$ cat src/rtl/csr_mem_bridge.sv
// Host register-bus target: a bank of byte-writable CSRs plus a word-aligned
// window forwarded to an external RAM/ROM over a req/ready handshake with timeout.
module csr_mem_bridge #(
  parameter int unsigned       DATA_W    = 32,
  parameter int unsigned       ADDR_W    = 32,
  parameter int unsigned       NUM_REGS  = 4,
  parameter logic [DATA_W-1:0] RESET_VAL = '0,
  parameter logic [ADDR_W-1:0] MEM_BASE  = 'h40,
  parameter int unsigned       MEM_DEPTH = 32,
  parameter int unsigned       TIMEOUT   = 16,
  localparam int unsigned      STRB_W    = DATA_W / 8,
  localparam int unsigned      MEM_AW    = (MEM_DEPTH > 1) ? $clog2(MEM_DEPTH) : 1
) (
  input  logic                         clk,
  input  logic                         rst_b,
  input  logic [ADDR_W-1:0]            host_addr,
  input  logic                         host_re,
  input  logic                         host_we,
  input  logic [DATA_W-1:0]            host_wdata,
  input  logic [STRB_W-1:0]            host_wstrb,
  output logic [DATA_W-1:0]            host_rdata,
  output logic                         host_ready,
  output logic                         host_err,
  output logic [NUM_REGS*DATA_W-1:0]   regs_q,
  output logic                         mem_req,
  output logic                         mem_we,
  output logic [MEM_AW-1:0]            mem_addr,
  output logic [DATA_W-1:0]            mem_wdata,
  output logic [STRB_W-1:0]            mem_wstrb,
  input  logic [DATA_W-1:0]            mem_rdata,
  input  logic                         mem_ready
);

  localparam int unsigned      IDX_W   = (NUM_REGS > 1) ? $clog2(NUM_REGS) : 1;
  localparam int unsigned      CNT_W   = (TIMEOUT > 1) ? $clog2(TIMEOUT) : 1;
  localparam int unsigned      AW1     = ADDR_W + 1;
  localparam logic [AW1-1:0]   CSR_END = AW1'(4 * NUM_REGS);
  localparam logic [AW1-1:0]   WIN_LO  = AW1'(MEM_BASE);
  localparam logic [AW1-1:0]   WIN_HI  = AW1'(MEM_BASE) + AW1'(4 * MEM_DEPTH);

  typedef enum logic [2:0] {IDLE, REG_RESP, MEM_REQ, MEM_WAIT, RESP} state_e;

  state_e                          state_q;
  logic [CNT_W-1:0]                cnt_q;
  logic [NUM_REGS-1:0][DATA_W-1:0] csr_q;
  logic [NUM_REGS-1:0][DATA_W-1:0] csr_d;
  logic [AW1-1:0]                  addr_x;
  logic                            req;
  logic                            csr_hit;
  logic                            win_hit;
  logic                            dec_err;
  logic [IDX_W-1:0]                csr_idx;
  logic [MEM_AW-1:0]               win_idx;

  assign regs_q = csr_q;

  // Address decode (extended by one bit so the window end cannot wrap) and CSR byte merge
  always_comb begin
    addr_x  = {1'b0, host_addr};
    req     = host_re | host_we;
    csr_hit = addr_x < CSR_END;
    win_hit = (addr_x >= WIN_LO) && (addr_x < WIN_HI);
    dec_err = (host_re & host_we) | (|host_addr[1:0]) | ~(csr_hit | win_hit);
    csr_idx = IDX_W'(host_addr >> 2);
    win_idx = MEM_AW'((host_addr - MEM_BASE) >> 2);
    csr_d   = csr_q;
    for (int j = 0; j < STRB_W; j++) begin
      if (host_wstrb[j]) csr_d[csr_idx][8*j +: 8] = host_wdata[8*j +: 8];
    end
  end

  // Control FSM; host-side response outputs default low so they only pulse
  always_ff @(posedge clk or negedge rst_b) begin
    if (!rst_b) begin
      state_q    <= IDLE;
      cnt_q      <= '0;
      csr_q      <= {NUM_REGS{RESET_VAL}};
      host_rdata <= '0;
      host_ready <= 1'b0;
      host_err   <= 1'b0;
      mem_req    <= 1'b0;
      mem_we     <= 1'b0;
      mem_addr   <= '0;
      mem_wdata  <= '0;
      mem_wstrb  <= '0;
    end else begin
      host_rdata <= '0;
      host_ready <= 1'b0;
      host_err   <= 1'b0;
      mem_req    <= 1'b0;
      unique case (state_q)
        IDLE: begin
          if (req) begin
            if (dec_err) begin
              state_q    <= REG_RESP;
              host_ready <= 1'b1;
              host_err   <= 1'b1;
            end else if (csr_hit) begin
              state_q    <= REG_RESP;
              host_ready <= 1'b1;
              if (host_we) csr_q      <= csr_d;
              else         host_rdata <= csr_q[csr_idx];
            end else begin
              state_q   <= MEM_REQ;
              mem_req   <= 1'b1;
              mem_we    <= host_we;
              mem_addr  <= win_idx;
              mem_wdata <= host_wdata;
              mem_wstrb <= host_wstrb;
            end
          end
        end
        REG_RESP, RESP: state_q <= IDLE;
        // mem_ready is honoured in the request cycle too, skipping the wait state
        MEM_REQ, MEM_WAIT: begin
          if (mem_ready) begin
            state_q    <= RESP;
            host_ready <= 1'b1;
            host_rdata <= mem_we ? '0 : mem_rdata;
          end else if (state_q == MEM_REQ) begin
            state_q <= MEM_WAIT;
            cnt_q   <= '0;
          end else if (cnt_q == CNT_W'(TIMEOUT - 1)) begin
            state_q    <= RESP;
            host_ready <= 1'b1;
            host_err   <= 1'b1;
          end else begin
            cnt_q <= cnt_q + CNT_W'(1);
          end
        end
        default: state_q <= IDLE;
      endcase
    end
  end

endmodule

$ cat config.mk
export PLATFORM = sky130hd
export DESIGN_NAME = csr_mem_bridge
export DESIGN_NICKNAME = d
export VERILOG_FILES = /design/src/rtl/csr_mem_bridge.sv
export SDC_FILE = /design/constraint.sdc
export NUM_CORES = 1
export LEC_CHECK = 0
export ABC_AREA = 0
export BUFFER_PORTS_ARGS = -buffer_cell sky130_fd_sc_hd__buf_2
export CORE_MARGIN = 8
export CORE_UTILIZATION = 45
export CTS_CLUSTER_SIZE = 24
export DETAILED_ROUTE_END_ITERATION = 12
export HOLD_SLACK_MARGIN = 0.12
export PLACE_DENSITY = 0.72
export REMOVE_ABC_BUFFERS = 1
export SLEW_MARGIN = 0
export SYNTH_ARGS = -nofsm -noshare
export SYNTH_HDL_FRONTEND = slang
export SYNTH_SLANG_ARGS = --single-unit
$ cat constraint.sdc
create_clock -name clk -period 4.5 [get_ports clk]
set_clock_uncertainty 0.05 [all_clocks]
set_input_delay 0.45 -clock clk [delete_from_list [all_inputs] [get_ports clk]]
set_output_delay 0.45 -clock clk [all_outputs]
set_load 0.1 [all_outputs]
==> results.ini, run 1 <==
[final_layout]
syn_to_final_growth_pct=30.80
multi_input_area_sq_um=4014
seq_area_sq_um=5305
utilization=0.5982
layout.nets=1081
n_fill_cell=1682
drive_above_1_share=0.4990
diodes=0

[die]
io_pins=310
die_h_um=161.9
initial_core_util=0.4574
rows=53
fp.dieArea_sq_um=26220
die_w_um=161.9
core_area_sq_um=20960

[synthesis]
synth_area_sq_um=9584
synth_top_area_frac=0.5535
yosysSeqAreaShare=0.5535
synth_edf_count=0
async_flop_share=1.000
ys_seq_elements=212
synth_area_per_cell_sq_um=15.21
ys_types=45
netlist_instances=630
synth_ff_type=dfrtp_1
synthMostInstantiatedCell=dfrtp_1
yosysWarnings=0
yosysTopAreaCell=dfrtp_1
synth_area_leaders=dfrtp_1, mux2_4, mux2_1, mux4_2, nor4_4
synth_common_cells=dfrtp_1, mux2_1, mux2_4, nand2_1

[clocking]
cts-resized-gates=0
holdBufCountCts=30
cts_tree=yes
htreeDepth=1
postCtsSetupBuffers=0
cts_root_buf=clkbuf_16
cts.sinks=212
clk_latency_ps=500
numCtsBuffers=24
cts_buffer_depth=3
clk_pin_slew_ps=60

[status]
outcome=complete, no violations

[placed_design]
place_ws_ps=1466
routabilityCongestion=0.7915
dp_hpwl_um=18630
io_buffers=309

[timing]
whs_ps=134.6
final.setup.worst_slack_ps=1687
finalHoldViolCount=0
slew_headroom=0.3429
fin_crit_sh=0.6251
fmax_mhz=355.5
setup_viol=0
timing.final.crit_period_ps=2813
finalSetupTns_ps=0
final_max_slew_viol_count=0
max_slew.worst_pin.slew_ps=978.3
rsz0062_at_grt=false

[worst_setup_path]
r2r_cells=4
cpMaxStageDelayCell=nor4_4
r2r-start=state_q[0]
path_cells=nor3_2 -> nand4_4 -> nor4_4 -> mux2_4
critPathArrivalTime_ps=3150
required_ps=4830
r2r-end=regs_q[82]
worstSetupPathType=flip-flop to flip-flop
startpoint=state_q[0]
critPathMaxFanout=17
slowest_delay_ps=1010
crit_path_end=regs_q[82]
worstSetupEndpointType=flip-flop
r2r_setup_slack_ps=1690
start_kind=flip-flop

[power_and_ir_drop]
power_uw=4066
p_per_area_nw_per_um2=324.3
peakVddDrop_mv=0.2120
p_leak_uw=0.006781

[detailed_routing]
wl_per_cell_um=21.11
drc=0
drt_iter0_drc=341
drt-total-wl_um=26740
postRouteAntennaNets=0
vias=6582
via_per_inst=5.195
first_pass_iters=4

[global_route]
grt_pass1_wl_um=42000
grt_pass1_vias=7134
grt_use_total=0.2009
gr-total-overflow=0
grt_max_degree=104
antenna_found_initial=0

[hold_path]
hold_path.class=primary input to flip-flop

[run]
cap_viol_max_count=0

## sequential cells by signal, summed over array words and instances (netlist names)
signal and flops:
cnt_q 4, host_err 1, host_rdata 32, host_ready 1
mem_addr 5, mem_req 1, mem_wdata 32, mem_we 1
mem_wstrb 4, regs_q 128, state_q 3
## worst max-delay path: cells and delay by family, from the launching register on
family	cells	cell delay (ps)
simple gates	3	1830
mux	1	360
flops	1	440
## stage by stage
step / cells / cell area (sq um)
after floorplan: 600 / 9439
after global placement: 1194 / 11440
after detailed placement: 1194 / 11440
after CTS: 1267 / 12540
after global routing: 1267 / 12540
final: 1267 / 12540
## worst min-delay path by stage
stage	from	endpoint	slack [ps]	cells past startpoint
finish	mem_rdata[27]	host_rdata[27]	130	3
global route	mem_rdata[18]	host_rdata[18]	130	3
CTS	mem_rdata[27]	host_rdata[27]	120	3
detailed placement	mem_wstrb[1]	mem_wstrb[1]	420	1
global placement	mem_wdata[23]	mem_wdata[23]	410	1
floorplan	rst_b	cnt_q[0]	100	0
## cell usage in the layout (no fill, tap or decap), types with 2 or more instances in the layout
cell / count
a21oi_1: 3
a22o_1: 4
and3_1: 2
buf_2: 308
buf_4: 9
clkbuf_1: 5
clkbuf_16: 25
clkbuf_8: 8
clkinv_2: 4
dfrtp_1: 212
dlygate4sd3_1: 30
inv_1: 35
mux2_1: 84
mux2_2: 5
mux2_4: 80
mux4_2: 32
nand2_1: 36
nand3_1: 12
nand4_1: 5
nor2_1: 5
nor2b_1: 2
nor3_1: 2
nor3_2: 2
nor4_1: 4
nor4_4: 14
o21ai_0: 35
o21bai_1: 2
o22ai_1: 2
or4_1: 3
## metal layers
| layer | vias to the layer above | share of wire | global-route usage |
|---|---|---|---|
| met5 | - | 0 | 0 |
| li1 | 2981 | - | - |
| met4 | 0 | 0.011 | 0.03788 |
| met2 | 258 | 0.48 | 0.3283 |
| met3 | 24 | 0.083 | 0.05340 |
| met1 | 3319 | 0.43 | 0.2666 |
## logic make-up (layout without fill, tap and decap cells)
logic type                 Yosys count  after routing  share of synthesized area
AOI/OAI and AO/OA                   52             52                    0.03172
xor gates and xnor gates             1              1                  0.0009140
adders and majority gates            1              1                   0.001305
buffers and inverters               65            427                    0.02885
DFF                                212            212                     0.5535
muxes                              202            202                     0.3061
and+or+nand+nor                     97             97                    0.07755
## power by group
group	internal, uW	switching, uW
Sequential	1910	2.68
Clock	1180	756
Combinational	77.1	135
Total	3170	894
## layout make-up
type	count	area share
clock inverter	6	0.004591
timing repair buffer	349	0.1550
inverter	35	0.01048
sequential	212	0.4232
clock buffer	37	0.05909
multi-input combinational	353	0.3202
tap	275	0.02745
(Power assumes the default switching activity.)
==> inputs of run 2 (changes only) <==
--- a/config.mk
+++ b/config.mk
@@ -5,7 +5,7 @@
 export SDC_FILE = /design/constraint.sdc
 export NUM_CORES = 1
 export LEC_CHECK = 0
-export ABC_AREA = 0
+export ABC_AREA = 1
 export BUFFER_PORTS_ARGS = -buffer_cell sky130_fd_sc_hd__buf_2
 export CORE_MARGIN = 8
 export CORE_UTILIZATION = 45
==> constraint.sdc (replaced) <==
create_clock -name clk -period 2.9 [get_ports clk]
set_clock_uncertainty 0.05 [all_clocks]
set_input_delay 0.29 -clock clk [delete_from_list [all_inputs] [get_ports clk]]
set_output_delay 0.29 -clock clk [all_outputs]
set_load 0.1 [all_outputs]
==> run 2 against run 1 <==
  * Die area up 1.3%
  * Critical path depth rose by 7
  * Synthesized area rose by 1.4%
  * Cell area up 4.4%
  * Hold slack better by 90 ps
  * Combinational power grew to 2.8 times the previous value
  * Synthesized cell count up 80%
  * Flip-flop and latch count is the same
  * Power is 66% higher
  * Largest power group unchanged
  * Sequential share of layout area down 1.8 points
  * Count of clock-buffer cells in the layout is 4 lower
  * Global-route usage grew 5.3 points
==> results.ini, run 2 <==
[final_layout]
multi_input_area_sq_um=3861  ; was 4014 sq um
final_cell_mix=nand2_1, buf_2, dfrtp_1  ; was buf_2, dfrtp_1, mux2_1
layout.nets=1603  ; was 1081
final_area_sq_um=13080  ; was 12540 sq um
syn_to_final_growth_pct=34.57  ; was 30.80%
n_fill_cell=1826  ; was 1682
drive_above_1_share=0.2653  ; was 0.4990
layout_commonest_cell=nand2_1  ; was buf_2
largest_register_ffs=128  ; unchanged
seq_area_sq_um=5305  ; unchanged

[die]
core_area_sq_um=21090  ; was 20960 sq um
initial_core_util=0.4610  ; was 0.4574
fp.dieArea_sq_um=26560  ; was 26220 sq um
io_pins=310  ; unchanged
die_w_um=163.0  ; was 161.9 um
rows=53  ; unchanged
die_h_um=163.0  ; was 161.9 um

[timing]
finalSetupTns_ps=0  ; unchanged
max_slew.worst_pin.slew_ps=914.8  ; was 978.3 ps
rsz0062_at_grt=false  ; unchanged
fmax_mhz=410.1
setup_viol=0  ; unchanged
slew_headroom=0.3893  ; was 0.3429
finalHoldViolCount=0  ; unchanged
final.setup.worst_slack_ps=461.5  ; was 1687 ps
final_max_slew_viol_count=0  ; unchanged
timing.final.crit_period_ps=2438
fin_crit_sh=0.8409

[global_route]
grt_pass1_wl_um=54450  ; was 42000 um
grt_use_total=0.2541  ; was 0.2009
grt_max_degree=82  ; was 104
antenna_found_initial=1  ; was 0
grt_pass1_vias=9921  ; was 7134
gr-total-overflow=0  ; unchanged

[worst_setup_path]
worstSetupEndpointType=flip-flop  ; unchanged
slowest_delay_ps=550  ; was 1010 ps
cpMaxStageDelayCell=dlygate4sd3_1  ; was nor4_4
critPathMaxFanout=25  ; was 17
critPathArrivalTime_ps=2790  ; was 3150 ps
required_ps=3250  ; was 4830 ps
worstSetupPathType=primary input to flip-flop  ; was flip-flop to flip-flop
path_cells=dlygate4sd3_1 -> buf_2 -> nor2_1 -> nand2_1 -> nor2_2 -> nand3_2 -> nor2_8 -> buf_12 -> nand3_1 -> nand2_1 -> nand2_1  ; was nor3_2 -> nand4_4 -> nor4_4 -> mux2_4
crit_top_cell=nand2_1
start_kind=primary input  ; was flip-flop

[synthesis]
yosysWarnings=0  ; unchanged
async_flop_share=1.000  ; unchanged
synth_compound_area_frac=0.06397  ; was 0.03172
synthMostInstantiatedCell=nand2_1  ; was dfrtp_1
synth_area_per_cell_sq_um=8.549  ; was 15.21 sq um
synth_ff_type=dfrtp_1  ; unchanged
synth_area_leaders=dfrtp_1, nand2_1, nand4_1, a22oi_1, nand3_1  ; was dfrtp_1, mux2_4, mux2_1, mux4_2, nor4_4
synth_top_area_frac=0.5458  ; was 0.5535
synth_common_cells=nand2_1, dfrtp_1, nand4_1, clkbuf_1, nand3_1  ; was dfrtp_1, mux2_1, mux2_4, nand2_1
synth_edf_count=0  ; unchanged
synth_area_sq_um=9721  ; was 9584 sq um
yosysTopAreaCell=dfrtp_1  ; unchanged
synthMuxAreaShare=0  ; was 0.3061
synth_top_family_by_area=simple AND/OR/NAND/NOR gates  ; was multiplexers
ys_seq_elements=212  ; unchanged
yosysSeqAreaShare=0.5458  ; was 0.5535
synth_xor_area_frac=0  ; was 0.0009138
ys_types=30  ; was 45
netlist_instances=1137  ; was 630
synthAdderAreaFrac=0.001287  ; was 0.001305
yosys.area_share.simple=0.3294  ; was 0.07755

[hold_path]
hold_path.class=primary input to flip-flop  ; unchanged

[placed_design]
place_ws_ps=506.4  ; was 1466 ps
dp_hpwl_um=22620  ; was 18630 um
routabilityCongestion=0.8141  ; was 0.7915
io_buffers=309  ; unchanged
place_area_sq_um=11510  ; was 11440 sq um

[clocking]
htreeDepth=1  ; unchanged
cts_tree=yes  ; unchanged
cts-resized-gates=0  ; unchanged
cts.sinks=212  ; unchanged
numCtsBuffers=24  ; unchanged
clk_latency_ps=510  ; was 500 ps
clk_pin_slew_ps=60  ; about the same
cts_buffer_depth=3  ; unchanged
cts_root_buf=clkbuf_16  ; unchanged

[detailed_routing]
first_pass_iters=6  ; was 4
postRouteAntennaNets=0  ; unchanged
drt_iter0_drc=742  ; was 341
wl_per_cell_um=19.27  ; was 21.11 um
vias=9776  ; was 6582
drt-total-wl_um=34530  ; was 26740 um
via_per_inst=5.455  ; was 5.195
drc=0  ; unchanged

[status]
outcome=complete, no violations  ; unchanged

[run]
cap_viol_max_count=0  ; unchanged

[power_and_ir_drop]
p_per_area_nw_per_um2=514.8  ; was 324.3 nW/um^2
p_leak_uw=0.007554  ; was 0.006781 uW
peakVddDrop_mv=0.5466  ; was 0.2120 mV

[run 2: critical path: cells and delay by family]
| kind | cells | cell delay (ps) |
|---|---|---|
| buffers and inverters | 3 | 930 |
| AND/OR/NAND/NOR | 8 | 1540 |
[run 2: power by group]
group	leakage, uW	switching, uW	internal [uW]	total (uW)
clock	0.000402	1230	1920	3150
sequential	0.00295	15.7	2980	2990
combinational	0.00420	401	185	586
[run 2: worst paths after layout]
check                         startpoint            end  slack [ps]  cells after the start
min in group asynchronous          rst_b  mem_wdata[12]         310                      2
max reg2reg                   state_q[2]     regs_q[46]         510                      8
min                        host_wstrb[3]   mem_wstrb[3]         220                      3
max in group asynchronous          rst_b      regs_q[5]        1660                      3
min reg2reg                mem_wdata[29]  mem_wdata[29]         420                      2
max                         host_addr[6]     regs_q[46]         460                     11
[run 2: through the flow]
step                      hold slack [ps]  power, uW  std cells  utilization
after CTS                           196.4       6770       1790       0.6201
after floorplan                    -55.59       3243       1061            -
after detailed placement            277.8       3543       1672       0.5460
after global routing                244.4       6936       1791       0.6202
after global placement              280.2       3541       1672       0.5460
final                               224.3       6734       1792       0.6203
[run 2: timing repair]
action	CTS	global route
buffers inserted	0	0
endpoints found under the hold margin	283	0
hold buffers	74	0
[run 2: cell families after synthesis]
group | after synthesis
AOI/OAI and AO/OA | 106
adders and majority gates | 1
buffers and inverters | 118
DFF | 212
and+or+nand+nor | 700
[run 2: final cells by class]
type,count,share of cell area
antenna,2,0.0003826
multi-input combinational,807,0.2952
inverter,42,0.01205
sequential,212,0.4055
tap,275,0.02630
timing repair buffer,410,0.1978
clock inverter,11,0.01033
clock buffer,33,0.05242
[run 2: per-layer routing]
| layer | up-vias | global-route usage | part of all wire |
|---|---|---|---|
| li1 | 4545 | - | - |
| met1 | 4672 | 0.3206 | 0.40 |
| met2 | 487 | 0.4242 | 0.48 |
| met3 | 72 | 0.05637 | 0.088 |
| met4 | 0 | 0.08716 | 0.028 |
| met5 | - | 0 | 0 |
==> inputs of run 3 (changes only) <==
--- a/config.mk
+++ b/config.mk
@@ -5,7 +5,7 @@
 export SDC_FILE = /design/constraint.sdc
 export NUM_CORES = 1
 export LEC_CHECK = 0
-export ABC_AREA = 1
+export ABC_AREA = 0
 export BUFFER_PORTS_ARGS = -buffer_cell sky130_fd_sc_hd__buf_2
 export CORE_MARGIN = 8
 export CORE_UTILIZATION = 45
==> constraint.sdc (replaced) <==
create_clock -name clk -period 2.4 [get_ports clk]
set_clock_uncertainty 0.05 [all_clocks]
set_input_delay 0.24 -clock clk [delete_from_list [all_inputs] [get_ports clk]]
set_output_delay 0.24 -clock clk [all_outputs]
set_load 0.1 [all_outputs]
==> run 3 against run 2 <==
  * Sequential share of layout area is 0.71 points lower
  * Core utilization is 1.5 points higher
  * Sequential power up 20%
  * Final cell count shrank 26%
  * Die area decreased by 1.3%
  * Routed wire length fell by 19%
  * Cell area up 1.8%
  * Global-route usage decreased by 4.6 points
  * First-iteration DRC count is 50% lower
  * Via count down 29%
  * Largest cell class unchanged
==> results.ini, run 3 (synthesis results as in run 1) <==
[timing]
setup_viol=0  ; unchanged
max_slew.worst_pin.slew_ps=611.6  ; was 914.8 ps
timing.final.crit_period_ps=2326
final.setup.worst_slack_ps=74.14  ; was 461.5 ps
fmax_mhz=429.9
rsz0062_at_grt=false  ; unchanged
finalHoldViolCount=0  ; unchanged
whs_ps=190.2  ; was 224.3 ps
finalSetupTns_ps=0  ; unchanged
final_max_slew_viol_count=0  ; unchanged
fin_crit_sh=0.9691
slew_headroom=0.5880  ; was 0.3893

[placed_design]
place_area_sq_um=11820  ; was 11510 sq um
place_ws_ps=91.54  ; was 506.4 ps
routabilityCongestion=0.7857  ; was 0.8141
io_buffers=309  ; unchanged
numPlacedInstances=1218  ; was 1672
dp_hpwl_um=18760  ; was 22620 um

[worst_setup_path]
start_kind=primary input  ; unchanged
critPathArrivalTime_ps=2640  ; was 2790 ps
worstSetupPathType=primary input to flip-flop  ; unchanged
required_ps=2720  ; was 3250 ps
worstSetupEndpointType=flip-flop  ; unchanged
critPathMaxFanout=9  ; was 25

[detailed_routing]
drc=0  ; unchanged
postRouteAntennaNets=0  ; unchanged
vias=6951  ; was 9776
wl_per_cell_um=20.92  ; was 19.27 um
drt_iter0_drc=374  ; was 742
first_pass_iters=4  ; was 6
drt-total-wl_um=27920  ; was 34530 um
via_per_inst=5.207  ; was 5.455

[final_layout]
final_cells=1335  ; was 1792
layout.nets=1148  ; was 1603
largest_register_ffs=128  ; unchanged
final_area_sq_um=13310  ; was 13080 sq um
n_fill_cell=1558  ; was 1826
final_cell_mix=buf_2, dfrtp_1, mux2_1  ; was nand2_1, buf_2, dfrtp_1
drive_above_1_share=0.4905  ; was 0.2653
syn_to_final_growth_pct=38.90  ; was 34.57%
layout_commonest_cell=buf_2  ; was nand2_1

[clocking]
clk_latency_ps=490  ; was 510 ps
cts_root_buf=clkbuf_16  ; unchanged
postCtsSetupBuffers=0  ; unchanged
cts_tree=yes  ; unchanged
holdBufCountCts=74  ; unchanged
numCtsBuffers=23  ; was 24
clk_pin_slew_ps=60  ; about the same
cts.sinks=212  ; unchanged
cts_buffer_depth=3  ; unchanged
cts-resized-gates=0  ; unchanged
htreeDepth=1  ; unchanged

[power_and_ir_drop]
peakVddDrop_mv=0.4160  ; was 0.5466 mV
p_per_area_nw_per_um2=566.6  ; was 514.8 nW/um^2
p_leak_uw=0.007115  ; was 0.007554 uW

[die]
die_w_um=161.9  ; was 163.0 um
io_pins=310  ; unchanged
core_area_sq_um=20960  ; was 21090 sq um
initial_core_util=0.4574  ; was 0.4610
fp.dieArea_sq_um=26220  ; was 26560 sq um
die_h_um=161.9  ; was 163.0 um
rows=53  ; unchanged

[global_route]
grt_pass1_wl_um=43590  ; was 54450 um
grt_use_total=0.2084  ; was 0.2541
grt_pass1_vias=7546  ; was 9921
gr-total-overflow=0  ; unchanged
grt_max_degree=83  ; was 82
antenna_found_initial=3  ; was 1

[run]
cap_viol_max_count=0  ; unchanged

[status]
outcome=complete, no violations  ; unchanged

[hold_path]
hold_path.class=primary input to flip-flop  ; unchanged

[run 3: cell types whose count changed in the layout (fill, tap and decap cells not counted), moves of 5 or more]
cell     change
mux4_2      +32
mux2_1      +84
buf_12      +10
a22oi_1     -32
nand2_1    -449
mux2_4      +80
nand3_4     -10
nor4_4      +14
mux2_2       +5
nand4_1    -123
a21oi_1     -34
nand3_1     -30
nor2_1      -13
[run 3: worst max-delay path: stages]
cell           delay (ps)
dlygate4sd3_1         550
buf_2                 180
nor4_2                360
nand4_4               200
buf_4                 270
nor4_4                330
buf_12                170
mux2_1                330
[run 3: report_power, final]
| part | total, uW | switching (uW) | internal, uW | leakage, uW |
|---|---|---|---|---|
| clock | 3480 | 1390 | 2100 | 0.000375 |
| sequential | 3580 | 3.12 | 3580 | 0.00295 |
| combinational | 478 | 275 | 203 | 0.00379 |
| total | 7540 | 1660 | 5880 | 0.00712 |
[run 3: cell type report]
cell class | instances | area, sq um | share of cell area
sequential | 212 | 5305 | 0.3985
multi-input combinational | 353 | 4014 | 0.3015
timing repair buffer | 417 | 2764 | 0.2076
clock buffer | 30 | 641.9 | 0.04821
tap | 275 | 344.1 | 0.02585
inverter | 35 | 131.4 | 0.009868
clock inverter | 11 | 107.6 | 0.008083
antenna | 2 | 5.005 | 0.0003759
[run 3: path summary, 6_finish.rpt]
check	startpoint	end	slack, ps	cells past startpoint
hold reg to reg	mem_wdata[28]	mem_wdata[28]	430	1
max in group asynchronous	rst_b	mem_wdata[6]	1250	3
min in group asynchronous	rst_b	host_rdata[27]	240	2
setup / recovery	host_addr[6]	regs_q[38]	70	8
hold / removal	host_we	mem_we	190	3
setup reg to reg	state_q[2]	regs_q[38]	110	6
[run 3: routing by layer]
metal	GRT usage	routed length (um)	vias to the layer above
li1	-	-	3114
met1	0.2669	11730	3526
met2	0.3467	13520	260
met3	0.05290	2091	49
met4	0.05429	568	2
met5	0	13	-
[run 3: metrics by stage]
| stage | utilization | total power (uW) |
|---|---|---|
| CTS | 0.6351 | 7647 |
| global route | 0.6353 | 7822 |
| finish | 0.6353 | 7542 |
| global placement | 0.5639 | 4026 |
| floorplan | - | 3745 |
| detailed placement | 0.5639 | 4030 |
